## src/rtl/decode_stage.sv

```systemverilog
// MIPS instruction-decode pipeline stage: splits the instruction into fields, builds the
// extended immediate and write enable, and handles valid/ready, flush and load-use stalls.
module decode_stage #(
    parameter int WIDTH     = 32,
    parameter int LINK_REG  = 31,
    parameter int HAZARD_EN = 1,
    parameter int CNT_WIDTH = 16
) (
    input  logic                 clk_i,
    input  logic                 rst_i,
    input  logic                 valid_i,
    output logic                 ready_o,
    input  logic [31:0]          ir_i,
    input  logic [WIDTH-1:0]     pc_i,
    input  logic                 flush_i,
    input  logic                 ex_load_i,
    input  logic [4:0]           ex_rt_i,
    output logic                 valid_o,
    input  logic                 ready_i,
    output logic [5:0]           opcode_o,
    output logic [4:0]           rs_o,
    output logic [4:0]           rt_o,
    output logic [4:0]           rd_o,
    output logic [4:0]           shamt_o,
    output logic [5:0]           funct_o,
    output logic [WIDTH-1:0]     imm_o,
    output logic                 we_o,
    output logic [WIDTH-1:0]     pc_o,
    output logic [CNT_WIDTH-1:0] stall_cnt_o
);

    localparam logic [5:0] OP_RTYPE = 6'h00;
    localparam logic [5:0] OP_JAL   = 6'h03;
    localparam logic [5:0] OP_ANDI  = 6'h0C;
    localparam logic [5:0] OP_ORI   = 6'h0D;
    localparam logic [5:0] OP_XORI  = 6'h0E;
    localparam logic [5:0] OP_LUI   = 6'h0F;
    localparam logic [5:0] FUNCT_JR = 6'h08;

    // Opcodes that read rt as a source (R-type, branches, stores)
    localparam int          N_USES_RT = 6;
    localparam logic [5:0]  USES_RT_OPS [N_USES_RT] = '{6'h00, 6'h04, 6'h05, 6'h28, 6'h29, 6'h2B};

    // ------------------------------------------------------------------
    // Field split of the incoming instruction
    // ------------------------------------------------------------------
    logic [5:0]  ir_opcode;
    logic [4:0]  ir_rs;
    logic [4:0]  ir_rt;
    logic [4:0]  ir_rd;
    logic [4:0]  ir_shamt;
    logic [5:0]  ir_funct;
    logic [15:0] ir_imm16;

    assign ir_opcode = ir_i[31:26];
    assign ir_rs     = ir_i[25:21];
    assign ir_rt     = ir_i[20:16];
    assign ir_rd     = ir_i[15:11];
    assign ir_shamt  = ir_i[10:6];
    assign ir_funct  = ir_i[5:0];
    assign ir_imm16  = ir_i[15:0];

    logic [N_USES_RT-1:0] uses_rt_hit;
    logic                 uses_rt;

    genvar gi;
    generate
        for (gi = 0; gi < N_USES_RT; gi++) begin : g_uses_rt
            assign uses_rt_hit[gi] = (ir_opcode == USES_RT_OPS[gi]);
        end
    endgenerate

    assign uses_rt = |uses_rt_hit;

    // ------------------------------------------------------------------
    // Destination register, immediate and write enable
    // ------------------------------------------------------------------
    logic [4:0]       dec_rd;
    logic [WIDTH-1:0] imm_sext;
    logic [WIDTH-1:0] imm_zext;
    logic [WIDTH-1:0] imm_lui;
    logic [WIDTH-1:0] dec_imm;
    logic             dec_we_raw;
    logic             dec_we;

    always_comb begin
        dec_rd = ir_rt;
        if (ir_opcode == OP_RTYPE) begin
            dec_rd = ir_rd;
        end else if (ir_opcode == OP_JAL) begin
            dec_rd = 5'(LINK_REG);
        end
    end

    assign imm_sext = {{(WIDTH-16){ir_imm16[15]}}, ir_imm16};
    assign imm_zext = {{(WIDTH-16){1'b0}}, ir_imm16};
    // Shifting the sign-extended value leaves bit 31 replicated above it for WIDTH > 32
    assign imm_lui  = imm_sext << 16;

    always_comb begin
        dec_imm = imm_sext;
        case (ir_opcode)
            OP_ANDI, OP_ORI, OP_XORI: dec_imm = imm_zext;
            OP_LUI:                   dec_imm = imm_lui;
            default:                  dec_imm = imm_sext;
        endcase
    end

    always_comb begin
        dec_we_raw = 1'b0;
        case (ir_opcode)
            OP_RTYPE: dec_we_raw = (ir_funct != FUNCT_JR);
            OP_JAL:   dec_we_raw = 1'b1;
            default:  dec_we_raw = ir_opcode inside {[6'h08:6'h0F], [6'h20:6'h25]};
        endcase
    end

    assign dec_we = dec_we_raw && (dec_rd != 5'd0);

    // ------------------------------------------------------------------
    // Load-use hazard detection
    // ------------------------------------------------------------------
    logic hazard;

    generate
        if (HAZARD_EN != 0) begin : g_hazard
            assign hazard = ex_load_i && (ex_rt_i != 5'd0) &&
                            ((ex_rt_i == ir_rs) || (uses_rt && (ex_rt_i == ir_rt)));
        end else begin : g_no_hazard
            assign hazard = 1'b0;
        end
    endgenerate

    // ------------------------------------------------------------------
    // Handshake and state
    // ------------------------------------------------------------------
    logic                 valid_q,     valid_d;
    logic [5:0]           opcode_q,    opcode_d;
    logic [4:0]           rs_q,        rs_d;
    logic [4:0]           rt_q,        rt_d;
    logic [4:0]           rd_q,        rd_d;
    logic [4:0]           shamt_q,     shamt_d;
    logic [5:0]           funct_q,     funct_d;
    logic [WIDTH-1:0]     imm_q,       imm_d;
    logic                 we_q,        we_d;
    logic [WIDTH-1:0]     pc_q,        pc_d;
    logic [CNT_WIDTH-1:0] stall_cnt_q, stall_cnt_d;

    logic transfer;
    logic stall_event;

    assign ready_o     = !rst_i && (flush_i || ((!valid_q || ready_i) && !hazard));
    assign transfer    = valid_i && ready_o && !flush_i;
    assign stall_event = valid_i && hazard && !flush_i;

    always_comb begin
        valid_d     = valid_q;
        opcode_d    = opcode_q;
        rs_d        = rs_q;
        rt_d        = rt_q;
        rd_d        = rd_q;
        shamt_d     = shamt_q;
        funct_d     = funct_q;
        imm_d       = imm_q;
        we_d        = we_q;
        pc_d        = pc_q;
        stall_cnt_d = stall_cnt_q;

        if (flush_i) begin
            valid_d = 1'b0;
        end else if (transfer) begin
            valid_d  = 1'b1;
            opcode_d = ir_opcode;
            rs_d     = ir_rs;
            rt_d     = ir_rt;
            rd_d     = dec_rd;
            shamt_d  = ir_shamt;
            funct_d  = ir_funct;
            imm_d    = dec_imm;
            we_d     = dec_we;
            pc_d     = pc_i;
        end else if (valid_q && ready_i) begin
            valid_d = 1'b0;
        end

        if (stall_event && (stall_cnt_q != {CNT_WIDTH{1'b1}})) begin
            stall_cnt_d = stall_cnt_q + 1'b1;
        end
    end

    always_ff @(posedge clk_i) begin
        if (rst_i) begin
            valid_q     <= 1'b0;
            opcode_q    <= '0;
            rs_q        <= '0;
            rt_q        <= '0;
            rd_q        <= '0;
            shamt_q     <= '0;
            funct_q     <= '0;
            imm_q       <= '0;
            we_q        <= 1'b0;
            pc_q        <= '0;
            stall_cnt_q <= '0;
        end else begin
            valid_q     <= valid_d;
            opcode_q    <= opcode_d;
            rs_q        <= rs_d;
            rt_q        <= rt_d;
            rd_q        <= rd_d;
            shamt_q     <= shamt_d;
            funct_q     <= funct_d;
            imm_q       <= imm_d;
            we_q        <= we_d;
            pc_q        <= pc_d;
            stall_cnt_q <= stall_cnt_d;
        end
    end

    assign valid_o     = valid_q;
    assign opcode_o    = opcode_q;
    assign rs_o        = rs_q;
    assign rt_o        = rt_q;
    assign rd_o        = rd_q;
    assign shamt_o     = shamt_q;
    assign funct_o     = funct_q;
    assign imm_o       = imm_q;
    assign we_o        = we_q;
    assign pc_o        = pc_q;
    assign stall_cnt_o = stall_cnt_q;

endmodule

```

## config.mk

```make
export PLATFORM = sky130hd
export DESIGN_NAME = decode_stage
export DESIGN_NICKNAME = d
export VERILOG_FILES = /design/src/rtl/decode_stage.sv
export SDC_FILE = /design/constraint.sdc
export NUM_CORES = 1
export LEC_CHECK = 0
export CAP_MARGIN = 40
export CELL_PAD_IN_SITES_DETAIL_PLACEMENT = 0
export CELL_PAD_IN_SITES_GLOBAL_PLACEMENT = 2
export CORE_AREA = 2 2 98 195
export CTS_BUF_LIST = sky130_fd_sc_hd__clkbuf_2
export DETAILED_ROUTE_END_ITERATION = 10
export DIE_AREA = 0 0 100 197
export HOLD_SLACK_MARGIN = 0.15
export PLACE_DENSITY = 0.91
export SKIP_LAST_GASP = 1
export SLEW_MARGIN = 20
export SYNTH_ARGS = -nofsm -noshare
export SYNTH_HDL_FRONTEND = slang
export SYNTH_SLANG_ARGS = --single-unit
```

## constraint.sdc

```tcl
create_clock -name clk_i -period 3.5 [get_ports clk_i]
set_input_delay 0.35 -clock clk_i [delete_from_list [all_inputs] [get_ports clk_i]]
set_output_delay 0.35 -clock clk_i [all_outputs]
set_load 0.01 [all_outputs]
```

# == Word level (Yosys, flattened, before mapping) ==
# Index checks and enable logic that the tools add are counted.
# Widths: inputs -> output; s select.
# word_totals
ff_bits,114
in_bits,75
out_inout_bits,115
word_cells,67
# classes
n_addsub,1
order_cmp,4
n_eq_ne,14
mux,6
bitwise_logic,1
n_reduce_logical,30
# op_table
op,count
$pmux 32 s2,1
$eq 6x4->1 const B,4
$eq 6x6->1 const B,3
$add 16x1->16 const B,1
$ne 16x16->1 const B,1
$logic_and 1x1->1,14
$eq 6x3->1 const B,2
$eq 5x5->1,2
$mux 5,2
$reduce_bool 5->1,2
$eq 6x2->1 const B,1
$ge 6x4->1 const B,1
$ge 6x6->1 const B,1
$le 6x4->1 const B,1
$le 6x6->1 const B,1
$logic_not 6->1,1
$ne 6x4->1 const B,1
$reduce_or 6->1,1
$logic_not 1->1,4
$reduce_bool 2->1,2
$logic_or 1x1->1,3
$reduce_or 3->1,1
$mux 1,2
$pmux 1 s2,1
other kinds (3),3

# == Longest topological paths before layout ==
# depth
ltp_word,12
depth_mapped,10
depth_no_buf,7

# == Worst setup path after synthesis ==
# Ideal clock, no wire load.
# synth_timing
path_type,input-to-reg
start,input port ex_rt_i[1]
end,"register imm_q[21], in the netlist imm_o[21]"
setup_time_ps,134
arrival_time_ps,2201
t_required_ps,3366
path_slack_ps,1165
stages,9
path_buffers,3
cell_sequence,or4_4 -> o21a_1 -> and3_1 -> buf_6 -> or3_1 -> buf_6 -> a21oi_4 -> buf_6 -> a211oi_1
# synth_between
elab_chain_cells,11
word_cells_on_any_way,14
cone_classes,eq/ne (2); reduce/logical (12)
# synth_rtl
item,line,rtl
start: declaration,17,"input logic [4:0] ex_rt_i,"
$eq 5x5->1,128,((ex_rt_i == ir_rs) || (uses_rt && (ex_rt_i == ir_rt)));
$logic_and 1x1->1,128,
$logic_or 1x1->1,128,
$logic_and 1x1->1 (*),127,assign hazard = ex_load_i && (ex_rt_i != 5'd0) &&
$logic_not 1->1 (*),152,assign ready_o = !rst_i && (flush_i || ((!valid_q || ready_i) && !hazard));
$logic_and 1x1->1 (*),152,
$logic_or 1x1->1 (*),152,
$logic_and 1x1->1 (*),152,
$logic_and 1x1->1 (*) (2 in a row),153,assign transfer = valid_i && ready_o && !flush_i;
$reduce_and 2->1 (no source line) (*),n/a,
end signal: assignment,212,imm_q <= imm_d;
end: declaration,144,"logic [WIDTH-1:0] imm_q, imm_d;"
# Every way passes the cells marked *; elsewhere a longest branch is shown, timed or not.
# A chain may end at the register's enable or synchronous reset.

# == Final worst setup path ==
# layout_timing
start,input port ex_rt_i[1]
end,output port ready_o
# layout_between
elab_chain_cells,8
word_cells_on_any_way,11
cone_classes,eq/ne (2); reduce/logical (9)
# layout_rtl
item,line,rtl
$eq 5x5->1,128,
$logic_and 1x1->1,128,
$logic_or 1x1->1,128,
$logic_and 1x1->1 (*),127,
$logic_not 1->1 (*),152,
$logic_and 1x1->1 (*),152,
$logic_or 1x1->1 (*),152,
$logic_and 1x1->1 (*),152,
end: declaration,12,"output logic ready_o,"
# Marked as above.

==> out/results.txt <==
Fmax -> 314 MHz
Top-area cell type share of the netlist area -> 47.2%
Register area share after synthesis -> 47.2%
DR pass1 iterations -> 6
Asr flop ratio synth -> 0%
Sink Count -> 114
Critical path class -> primary input to primary output
Commonest non-fill, non-tap cells in the layout -> clkdlybuf4s50_1 (188), nand2_1 (121), dfxtp_1 (114)
First-pass GRT wire length -> 24800 um
CTS resizes -> 0
Clock Pin Slew Worst Setup and Hold Paths -> 160 ps
Cell count after synthesis -> 545
Final slew viol count -> 0
Leading area contributor after synthesis -> dfxtp_1
P&R area growth vs syn -> 55.8%
Worst Path Required -> 3150 ps
Top post-synthesis cells by area -> dfxtp_1 (47%), nand2_1 (9.4%), nand3b_1 (7.0%), nor2_1 (5.0%), a22oi_1 (2.6%)
Grt peak-use layer -> met2
Leading cell type in the layout, fill and taps excluded -> clkdlybuf4s50_1
Vias in the first global route -> 4436
IO buf count -> 189
Postcts setup bufs -> 0
Post-synth EDFFs -> 0
Multi-input logic area -> 2330 sq um
Met1 Use GR -> 17.4%
GPL Wtd Cong -> 0.792
Layout Utilization -> 41.4%
Mux cell area share after synthesis -> 3.88%
Synth cell types -> 48
Die area -> 19700 sq um
Final period util -> 91.0%
Die height -> 197 um
CP max FO -> 7
IO Count -> 190
Pwr per Cell Area -> 384 nW/um^2
Hold slack -> 269 ps
Hpwl dp -> 11700 um
Post-DRT Antenna Nets -> 0
Combinational family with the most area after synthesis -> simple AND/OR/NAND/NOR gates
Iter 0 DRT Violations -> 109
Setup violations, final -> 0
Fill count -> 1858
Max-Cap Viols -> 0
Count of final hold-check violations -> 0
Rows -> 70
Ratio of cells with drive above 1 in the final layout -> 8.49%
Worst relative slew slack -> 57.5%
Leakage power -> 2.85 nW
Arrival time at the worst endpoint -> 2840 ps
Max H-tree Level -> 4
Core area -> 18200 sq um
Met3 Use GR -> 3.62%
Final setup TNS -> 0 ps
GR Overflow Total -> 0
Met2 Use GR -> 30.2%
# hold bufs at CTS -> 32
Post-Synth Simple-Gate Area -> 31.1%
Vias post-DR -> 4587
#FFs+latches synth -> 114
Die width -> 100 um
Worst Skew -> 16.5 ps
Post-Syn Nets -> 621
Fin crit period -> 3190 ps
DRT Wirelength -> 16300 um
XOR/XNOR share of the synthesized area -> 2.90%
Skew-Pair Late Insertion Delay -> 670 ps
Crit start category -> primary input
Adder-cell share of the synthesized area -> 0.259%
Nets -> 840
Initial antenna violation count -> 1
Worst-Margin Slew -> 628 ps
Vias per Instance -> 4.61
Compound-Gate Fraction of Synth Area -> 9.83%
Synth Warn # -> 0
Status -> complete, no violations
Largest net degree at the start of global routing -> 59
Average size of a mapped cell -> 8.87 sq um
Synth Cell Area -> 4830 sq um
RSZ-0062 raised after global routing -> no
GR Util All Layers -> 16.5%
Clock Tree Buf Depth -> 2
Sequential cell area -> 2280 sq um
Hold WC Path Type -> primary input to flop
Initial Util -> 26.5%
DR DRC count -> 0
CTS tree -> built
WL/cell -> 16.4 um
Number of CTS-inserted buffers -> 17
Root buffer cell -> clkbuf_2
Worst VDD drop -> 0.198 mV
Predominant post-synthesis flop cell -> dfxtp_1
Worst setup EP type -> primary output
registers in the layout, summed over array words and instances (netlist names):
register     count
imm_o           32
valid_o          1
stall_cnt_o     16
pc_o            32
opcode_o         6
we_o             1
shamt_o          5
rt_o             5
funct_o          6
rd_o             5
rs_o             5
per-layer routing:
layer | vias up | part of all wire [%]
met5 | - | 0
met2 | 126 | 55
met1 | 2125 | 38
met3 | 23 | 3.8
li1 | 2313 | -
met4 | 0 | 3.2
critical path, stage by stage:
cell             delay, ps
clkdlybuf4s50_1        470
or4_4                  580
o21a_1                 200
and3_1                 220
nor2_1                 220
a21oi_1                100
nor2_1                 130
clkdlybuf4s50_1        560
synthesized netlist by cell type, drive strengths merged (8+ instances only):
library cell and count:
clkbuf 17, xnor2 8, nand3 8, nand2 121, dfxtp 114, mux2i 12, a22oi 17, buf 17
o21ai 12, xor2 8, nor2b 9, a211oi 17, nand3b 53, nor2 64
through the flow:
| stage | power, W | worst slack, ps | area (sq um) | instances |
|---|---|---|---|---|
| global route | 0.00304 | 166 | 7530 | 994 |
| global placement | 0.00184 | 318 | 6890 | 927 |
| floorplan | 0.00158 | 1160 | 4830 | 545 |
| CTS | 0.00294 | 292 | 7520 | 992 |
| finish | 0.00289 | 313 | 7530 | 994 |
| detailed placement | 0.00185 | 297 | 6920 | 928 |
report_power, final:
part	internal, W	switching [W]	total, W
combinational	0.000259	0.000201	0.000460
sequential	0.00135	0.0000298	0.00138
clock	0.000534	0.000515	0.00105
logic make-up (layout without fill, tap and decap cells):
family | after synthesis | in the layout
and+or+nand+nor | 293 | 293
AOI/OAI and AO/OA | 66 | 66
xor gates and xnor gates | 16 | 16
adders and majority gates | 1 | 1
DFF | 114 | 114
buffers and inverters | 37 | 269
other | 0 | 1
muxes | 18 | 18
path summary, 6_finish.rpt:
check | start | end | slack (ps) | depth (start not counted)
worst max register to register | stall_cnt_o[0]$_SDFFE_PP0P_ | stall_cnt_o[13]$_SDFFE_PP0P_ | 1150 | 7
worst max-delay path | ex_rt_i[1] | ready_o | 310 | 8
worst min register to register | pc_o[13]$_SDFFE_PP0P_ | pc_o[13]$_SDFFE_PP0P_ | 480 | 2
worst min-delay path | ir_i[25] | rs_o[4]$_SDFFE_PP0P_ | 270 | 3
cell type report:
| class | count | share of cell area [%] |
|---|---|---|
| Clock inverter | 13 | 2.52 |
| Timing Repair Buffer | 234 | 31.3 |
| Tap cell | 216 | 3.59 |
| Sequential cell | 114 | 30.3 |
| Multi-Input combinational cell | 394 | 30.9 |
| Inverter | 3 | 0.149 |
| Antenna cell | 1 | 0.0332 |
| Clock buffer | 19 | 1.26 |
Note: power is estimated with default switching activity, not from simulation.
